$ cat src/rtl/ucie_ctl_sb_pkg.sv
// Shared types, header layout and header builder for the sideband message transmitter.
// Optional parity generation is controlled by the UCIE_SB_PARITY_EN macro.
package ucie_ctl_sb_pkg;

    localparam int REQ_W = 37;

    localparam logic [4:0] SB_DEC_NULL   = 5'd0;
    localparam logic [4:0] SB_DEC_ADVCAP = 5'd1;

    localparam int HDR_CP_BIT  = 31;
    localparam int HDR_DP_BIT  = 30;
    localparam int HDR_SRC_LSB = 27;
    localparam int HDR_DST_LSB = 24;
    localparam int HDR_DEC_LSB = 16;
    localparam int HDR_PLD_BIT = 0;

    typedef enum logic [1:0] {
        SB_TX_IDLE = 2'd0,
        SB_TX_HDR  = 2'd1,
        SB_TX_PLD  = 2'd2
    } sb_tx_state_e;

    // dp_raw is the payload parity; it only lands in the header when a payload follows.
    function automatic logic [31:0] sb_build_header(input logic [2:0] srcid,
                                                    input logic [2:0] dstid,
                                                    input logic [4:0] decode,
                                                    input logic       dp_raw);
        logic [31:0] hdr;
        logic        has_pld;
        hdr     = '0;
        has_pld = (decode == SB_DEC_ADVCAP);
        hdr[HDR_SRC_LSB +: 3] = srcid;
        hdr[HDR_DST_LSB +: 3] = dstid;
        hdr[HDR_DEC_LSB +: 5] = decode;
        hdr[HDR_PLD_BIT]      = has_pld;
        hdr[HDR_DP_BIT]       = has_pld & dp_raw;
`ifdef UCIE_SB_PARITY_EN
        hdr[HDR_CP_BIT] = ^hdr[30:0];
`else
        hdr[HDR_CP_BIT] = 1'b0;
`endif
        return hdr;
    endfunction

endpackage

$ cat src/rtl/ucie_ctl_sb_msg_tx_if.sv
// Request and beat link bundle between the control FSM, this transmitter and the SB PHY.
interface ucie_ctl_sb_msg_tx_if;

    logic        i_sb_lp_valid;
    logic [4:0]  i_sb_lp_decode;
    logic [31:0] i_sb_lp_adv_cap_val;
    logic        o_sb_busy_flag;
    logic        o_tx_valid;
    logic        i_tx_ready;
    logic [31:0] o_tx_data;
    logic        o_tx_last;
    logic        o_tx_drop;

    modport master (
        output i_sb_lp_valid, i_sb_lp_decode, i_sb_lp_adv_cap_val, i_tx_ready,
        input  o_sb_busy_flag, o_tx_valid, o_tx_data, o_tx_last, o_tx_drop
    );

    modport slave (
        input  i_sb_lp_valid, i_sb_lp_decode, i_sb_lp_adv_cap_val, i_tx_ready,
        output o_sb_busy_flag, o_tx_valid, o_tx_data, o_tx_last, o_tx_drop
    );

endinterface

$ cat src/rtl/ucie_ctl_sb_req_fifo.sv
// Synchronous request FIFO with occupancy count; reset flushes pointers, storage is left as is.
module ucie_ctl_sb_req_fifo #(
    parameter  int WIDTH = 37,
    parameter  int DEPTH = 4,
    localparam int AW    = $clog2(DEPTH),
    localparam int CW    = AW + 1
) (
    input  logic             clk,
    input  logic             rst,
    input  logic             push,
    input  logic             pop,
    input  logic [WIDTH-1:0] wdata,
    output logic [WIDTH-1:0] rdata,
    output logic [CW-1:0]    count
);

    logic [WIDTH-1:0] mem [DEPTH];
    logic [AW-1:0]    wptr;
    logic [AW-1:0]    rptr;

    // DEPTH is a power of two, so pointers wrap naturally.
    always_ff @(posedge clk) begin
        if (rst) begin
            wptr  <= '0;
            rptr  <= '0;
            count <= '0;
        end else begin
            if (push) wptr <= wptr + 1'b1;
            if (pop)  rptr <= rptr + 1'b1;
            count <= count + CW'(push) - CW'(pop);
        end
    end

    always_ff @(posedge clk) begin
        if (push) mem[wptr] <= wdata;
    end

    assign rdata = mem[rptr];

endmodule

$ cat src/rtl/ucie_ctl_sb_msg_tx.sv
// Buffers lp message requests and serialises them into 32-bit sideband beats (header, optional payload).
// Define UCIE_SB_PARITY_EN to generate cp/dp header parity bits.
module ucie_ctl_sb_msg_tx
    import ucie_ctl_sb_pkg::*;
#(
    parameter int         FIFO_DEPTH = 4,
    parameter logic [2:0] SRCID      = 3'd1,
    parameter logic [2:0] DSTID      = 3'd5
) (
    input  logic                 i_clk,
    input  logic                 i_rst,
    ucie_ctl_sb_msg_tx_if.slave  sb
);

    localparam int CW = $clog2(FIFO_DEPTH) + 1;

    sb_tx_state_e     state;
    sb_tx_state_e     state_nxt;
    logic [CW-1:0]    count;
    logic [REQ_W-1:0] head;
    logic [4:0]       head_dec;
    logic [31:0]      head_cap;
    logic             has_pld;
    logic             dp_raw;
    logic             busy;
    logic             push;
    logic             pop;
    logic             drop;
    logic             tx_valid;
    logic [31:0]      tx_data;
    logic             tx_last;

    assign busy = i_rst || (count == CW'(FIFO_DEPTH));
    assign push = sb.i_sb_lp_valid && !busy && (sb.i_sb_lp_decode != SB_DEC_NULL);

    ucie_ctl_sb_req_fifo #(
        .WIDTH (REQ_W),
        .DEPTH (FIFO_DEPTH)
    ) u_fifo (
        .clk   (i_clk),
        .rst   (i_rst),
        .push  (push),
        .pop   (pop),
        .wdata ({sb.i_sb_lp_decode, sb.i_sb_lp_adv_cap_val}),
        .rdata (head),
        .count (count)
    );

    assign head_dec = head[36:32];
    assign head_cap = head[31:0];
    assign has_pld  = (head_dec == SB_DEC_ADVCAP);

`ifdef UCIE_SB_PARITY_EN
    assign dp_raw = ^head_cap;
`else
    assign dp_raw = 1'b0;
`endif

    always_ff @(posedge i_clk) begin
        if (i_rst) begin
            state <= SB_TX_IDLE;
            drop  <= 1'b0;
        end else begin
            state <= state_nxt;
            drop  <= sb.i_sb_lp_valid && (busy || (sb.i_sb_lp_decode == SB_DEC_NULL));
        end
    end

    // A push in the popping cycle keeps the FIFO non-empty, so the next header follows immediately.
    always_comb begin
        state_nxt = state;
        tx_valid  = 1'b0;
        tx_data   = '0;
        tx_last   = 1'b0;
        pop       = 1'b0;
        case (state)
            SB_TX_IDLE: begin
                if (count != '0) state_nxt = SB_TX_HDR;
            end
            SB_TX_HDR: begin
                tx_valid = 1'b1;
                tx_data  = sb_build_header(SRCID, DSTID, head_dec, dp_raw);
                tx_last  = !has_pld;
                if (sb.i_tx_ready) begin
                    if (has_pld) begin
                        state_nxt = SB_TX_PLD;
                    end else begin
                        pop       = 1'b1;
                        state_nxt = ((count > CW'(1)) || push) ? SB_TX_HDR : SB_TX_IDLE;
                    end
                end
            end
            SB_TX_PLD: begin
                tx_valid = 1'b1;
                tx_data  = head_cap;
                tx_last  = 1'b1;
                if (sb.i_tx_ready) begin
                    pop       = 1'b1;
                    state_nxt = ((count > CW'(1)) || push) ? SB_TX_HDR : SB_TX_IDLE;
                end
            end
            default: state_nxt = SB_TX_IDLE;
        endcase
    end

    assign sb.o_sb_busy_flag = busy;
    assign sb.o_tx_valid     = tx_valid;
    assign sb.o_tx_data      = tx_data;
    assign sb.o_tx_last      = tx_last;
    assign sb.o_tx_drop      = drop;

endmodule
$ cat src/flat_wrapper.sv
// flat-port wrapper written by rule: the top's interface ports become plain ports
module ucie_ctl_sb_msg_tx_flat import ucie_ctl_sb_pkg::*;
#(
    parameter int         FIFO_DEPTH = 4,
    parameter logic [2:0] SRCID      = 3'd1,
    parameter logic [2:0] DSTID      = 3'd5
)
  (i_clk, i_rst, sb_i_sb_lp_valid, sb_i_sb_lp_decode, sb_i_sb_lp_adv_cap_val, sb_i_tx_ready, sb_o_sb_busy_flag, sb_o_tx_valid, sb_o_tx_data, sb_o_tx_last, sb_o_tx_drop);
  ucie_ctl_sb_msg_tx_if sb_i ();
  input  logic i_clk;
  input  logic i_rst;
  input wire logic [$bits(sb_i.i_sb_lp_valid)-1:0] sb_i_sb_lp_valid;
  input wire logic [$bits(sb_i.i_sb_lp_decode)-1:0] sb_i_sb_lp_decode;
  input wire logic [$bits(sb_i.i_sb_lp_adv_cap_val)-1:0] sb_i_sb_lp_adv_cap_val;
  input wire logic [$bits(sb_i.i_tx_ready)-1:0] sb_i_tx_ready;
  output wire logic [$bits(sb_i.o_sb_busy_flag)-1:0] sb_o_sb_busy_flag;
  output wire logic [$bits(sb_i.o_tx_valid)-1:0] sb_o_tx_valid;
  output wire logic [$bits(sb_i.o_tx_data)-1:0] sb_o_tx_data;
  output wire logic [$bits(sb_i.o_tx_last)-1:0] sb_o_tx_last;
  output wire logic [$bits(sb_i.o_tx_drop)-1:0] sb_o_tx_drop;
  assign sb_i.i_sb_lp_valid = sb_i_sb_lp_valid;
  assign sb_i.i_sb_lp_decode = sb_i_sb_lp_decode;
  assign sb_i.i_sb_lp_adv_cap_val = sb_i_sb_lp_adv_cap_val;
  assign sb_i.i_tx_ready = sb_i_tx_ready;
  assign sb_o_sb_busy_flag = sb_i.o_sb_busy_flag;
  assign sb_o_tx_valid = sb_i.o_tx_valid;
  assign sb_o_tx_data = sb_i.o_tx_data;
  assign sb_o_tx_last = sb_i.o_tx_last;
  assign sb_o_tx_drop = sb_i.o_tx_drop;
  ucie_ctl_sb_msg_tx #(.FIFO_DEPTH(FIFO_DEPTH), .SRCID(SRCID), .DSTID(DSTID)) u_core (.i_clk(i_clk), .i_rst(i_rst), .sb(sb_i));
endmodule
$ cat config.mk
export PLATFORM = sky130hd
export DESIGN_NAME = ucie_ctl_sb_msg_tx_flat
export DESIGN_NICKNAME = d
export VERILOG_FILES = /design/src/rtl/ucie_ctl_sb_pkg.sv /design/src/rtl/ucie_ctl_sb_msg_tx_if.sv /design/src/rtl/ucie_ctl_sb_req_fifo.sv /design/src/rtl/ucie_ctl_sb_msg_tx.sv /design/src/flat_wrapper.sv
export SDC_FILE = /design/constraint.sdc
export NUM_CORES = 1
export LEC_CHECK = 0
export ABC_CLOCK_PERIOD_IN_PS = 7600
export BUFFER_PORTS_ARGS = -buffer_cell sky130_fd_sc_hd__buf_2
export CAP_MARGIN = 20
export CORE_MARGIN = 10
export CORE_UTILIZATION = 50
export CTS_BUF_LIST = sky130_fd_sc_hd__clkbuf_2 sky130_fd_sc_hd__clkbuf_4 sky130_fd_sc_hd__clkbuf_8
export CTS_CLUSTER_DIAMETER = 40
export DETAILED_ROUTE_END_ITERATION = 6
export PLACE_DENSITY = 0.66
export SYNTH_ARGS = -nofsm -noshare
export SYNTH_HDL_FRONTEND = slang
export SYNTH_SLANG_ARGS = --single-unit
$ cat constraint.sdc
create_clock -name i_clk -period 7.6 [get_ports i_clk]
set_input_delay 0.76 -clock i_clk [delete_from_list [all_inputs] [get_ports i_clk]]
set_output_delay 0.76 -clock i_clk [all_outputs]
set_load 0.01 [all_outputs]
==> flow_summary.yaml <==
pwr:
  total_leakage_power_uw: 0.00250
  ir_drop_uv: 146
  net_load_switching_power_uw: 390
  clock_power_share: 0.300
  power.density_nw_per_um2: 237
  power.total_uw: 1710
  sequentialPowerShare: 0.597
  power.switching_fraction: 0.229
  combinationalPowerShare: 0.104
  p_int_uw: 1320
timing:
  report.final.hold_viol_count: 0
  maxSlewViolCount: 0
  final_worst_path_cycle_share: 0.488
  slew_of_the_pin_with_the_lowest_slew_margin_ns: 1.05
  finalWorstSetupSlack_ns: 3.89
  fin_crit_ns: 3.71
  setup_viol: 0
  slew-limit-headroom: 0.300
  fmax_mhz: 269
  tns_ns: 0
  setup_repair_after_global_routing_missed_its_margin: "false"
  fin_skew_ns: 0.00960
cells_and_area:
  post-route-cell-area_um2: 7220
  final_nets: 454
  area_growth_synth_to_finish_pct: 14.2
  fin_util: 0.576
  filler_cell_count: 988
  post_route_cells_drive_above_1_share: 0.374
placed_design:
  post-place-ws_ns: 4.12
  placement.io_buffers: 76
  dp_hpwl_um: 7180
  post_dp_cell_area_um2: 6900
  place.gp.congestion: 0.687
worst_setup_path:
  worst-path-max-fanout: 37
  worst_path_dominant_cell_family: "buffers and inverters"
  worst_setup_path_end_kind: "output port"
  cp_num_buf_inv: 2
  critical_path_depth: 6
  crit_path_max_incr_delay_ns: 0.64
  critical_path_class: "register to output port"
  worst-endpoint-arrival_ns: 2.95
  crit_path_top_delay_cell: "sky130_fd_sc_hd__mux4_2"
  reg2regPathDepth: 10
  cp-start-kind: "register"
  critical_path.cell_chain: "buf_4, mux4_2, nor4b_4, nand3b_1, a21boi_0, buf_2"
  worstPathRequired_ns: 6.84
grt:
  gr_usage_total: 0.140
  antenna_found_initial: 1
  largest_net_degree_at_the_start_of_global_routing: 38
  grt_first_pass_wirelength_um: 18600
  globalRouteOverflowTotal: 0
  vias_in_the_first_global_route: 3403
job:
  max_cap_violations: 0
die:
  design.die.area_um2: 17500
  fp-row-count: 41
  top_level_ports: 77
  initial_utilization: 0.505
  dieWidth_um: 132
  area_of_the_core_um2: 12500
  die_height_um: 132
drt:
  wire_per_inst_um: 19.8
  detail-route-antenna-nets: 0
  drt_drc_violations_left: 0
  routed_via_density: 5.28
  drt_pass1_iterations: 4
  drt_wl_total_um: 11700
  via_count: 3102
  drt_iter0_markers: 229
synth:
  synth_cells: 317
  dominantRegCellSynth: "sky130_fd_sc_hd__edfxtp_1"
  synth.most_common_cell: "sky130_fd_sc_hd__edfxtp_1"
  synth_area_leader_cell: "sky130_fd_sc_hd__edfxtp_1"
  synth-seq-cells: 160
  synth_enable_flop_cells: 148
  synth_top_cells_by_area: "sky130_fd_sc_hd__edfxtp_1, sky130_fd_sc_hd__mux4_2, sky130_fd_sc_hd__dfxtp_1"
  syn_area_per_cell_um2: 19.9
  synth_async_sr_flop_share: 0
  netlist_area_um2: 6320
  mappedNetlistNets: 370
  yosys-top-cells-count: "sky130_fd_sc_hd__edfxtp_1, sky130_fd_sc_hd__mux4_2, sky130_fd_sc_hd__and2_1, sky130_fd_sc_hd__nor2_1"
  ys_warn_count: 0
  synthDistinctLibCells: 33
  synth_top_cell_area_share: 0.704
  ys_seq_area_frac: 0.742
clock_network:
  cts_buffers: 17
  clkSlewWorstSetupHoldPaths_ns: 0.08
  postCtsSetupBuffers: 0
  max-clock-path-buffers: 2
  cts_hold_repair.buffers: 0
  cts_num_sinks: 160
  cts_root_buf: "sky130_fd_sc_hd__clkbuf_8"
  tritoncts: "yes"
  ctsResizeCount: 0
  clkLatencyLatePin_ns: 0.44
  level_count_of_the_clock_h_tree: 4
hold_path:
  hold_path.class: "register to register"
  hold_depth: 2
outcome:
  outcome: "finished, final reports clean"
cell usage in the layout (no fill, tap or decap), types with 7 or more instances in the layout:
cell,n
sky130_fd_sc_hd__dfxtp_1,10
sky130_fd_sc_hd__mux4_2,37
sky130_fd_sc_hd__ha_1,11
sky130_fd_sc_hd__inv_1,12
sky130_fd_sc_hd__nor2_1,17
sky130_fd_sc_hd__buf_2,76
sky130_fd_sc_hd__clkbuf_8,17
sky130_fd_sc_hd__and2_1,24
sky130_fd_sc_hd__edfxtp_1,148
sky130_fd_sc_hd__clkinv_2,7
layer usage:
metal / track usage / routed length (um) / vias to the layer above
met5: 0 / 0 / -
met4: 0.0532 / 86 / 0
met3: 0.0480 / 697 / 7
met2: 0.227 / 6010 / 93
met1: 0.169 / 4850 / 1578
li1: - / - / 1424
through the flow:
stage / std cells / hold slack, ns
floorplan: 317 / 0.481
finish: 587 / 0.517
CTS: 586 / 0.495
global route: 586 / 0.495
detailed placement: 554 / 0.510
global placement: 553 / 0.499
layout make-up:
type | count | area, um2 | share of cell area
Antenna cell | 1 | 2.50 | 0.000347
Clock buffer | 22 | 272 | 0.0376
Clock inverter | 10 | 46.3 | 0.00642
Inverter | 12 | 45.0 | 0.00624
Multi-Input combinational cell | 132 | 1530 | 0.212
Sequential cell | 160 | 4690 | 0.650
Tap cell | 172 | 215 | 0.0298
Timing Repair Buffer | 78 | 415 | 0.0576
power groups by stage:
stage / Combinational, uW / Sequential [uW] / Clock, uW
floorplan: 124 / 1030 / 0
global placement: 179 / 1040 / 0
detailed placement: 182 / 1040 / 0
CTS: 182 / 1020 / 529
global route: 198 / 1020 / 567
finish: 177 / 1020 / 511
worst min-delay path, cell delays in order (launching register included):
cell and delay, ns:
sky130_fd_sc_hd__dfxtp_1 0.34, sky130_fd_sc_hd__nand2_1 0.09, sky130_fd_sc_hd__a21oi_2 0.05
cells by family (layout without fill, tap and decap cells):
kind of cell,count (synthesis),after routing,share of synthesized area
adder cells (fa/ha/maj),12,12,0.0250
multiplexers,38,38,0.133
AND/OR/NAND/NOR,58,58,0.0535
AO/OA/AOI/OAI,20,20,0.0244
flip-flops,160,160,0.742
XOR/XNOR,4,4,0.00555
buffers and inverters,25,122,0.0166
other,0,1,0
state kept, by name, indices dropped and copies added (netlist names), named ones only:
name / flops
u_core.sb.o_tx_drop: 1
u_core.u_fifo.rptr: 2
u_core.u_fifo.count: 3
u_core.state: 2
u_core.u_fifo.wptr: 2
u_core.u_fifo.mem: 148
final timing paths:
check,start,end,slack (ns)
max,register,sb_o_tx_data[0],3.89
max reg2reg,register,u_core.u_fifo.count[2],4.19
min,u_core.state[1],u_core.state[1],0.52
min reg2reg,u_core.state[1],u_core.state[1],0.52
(Power assumes the default switching activity.)
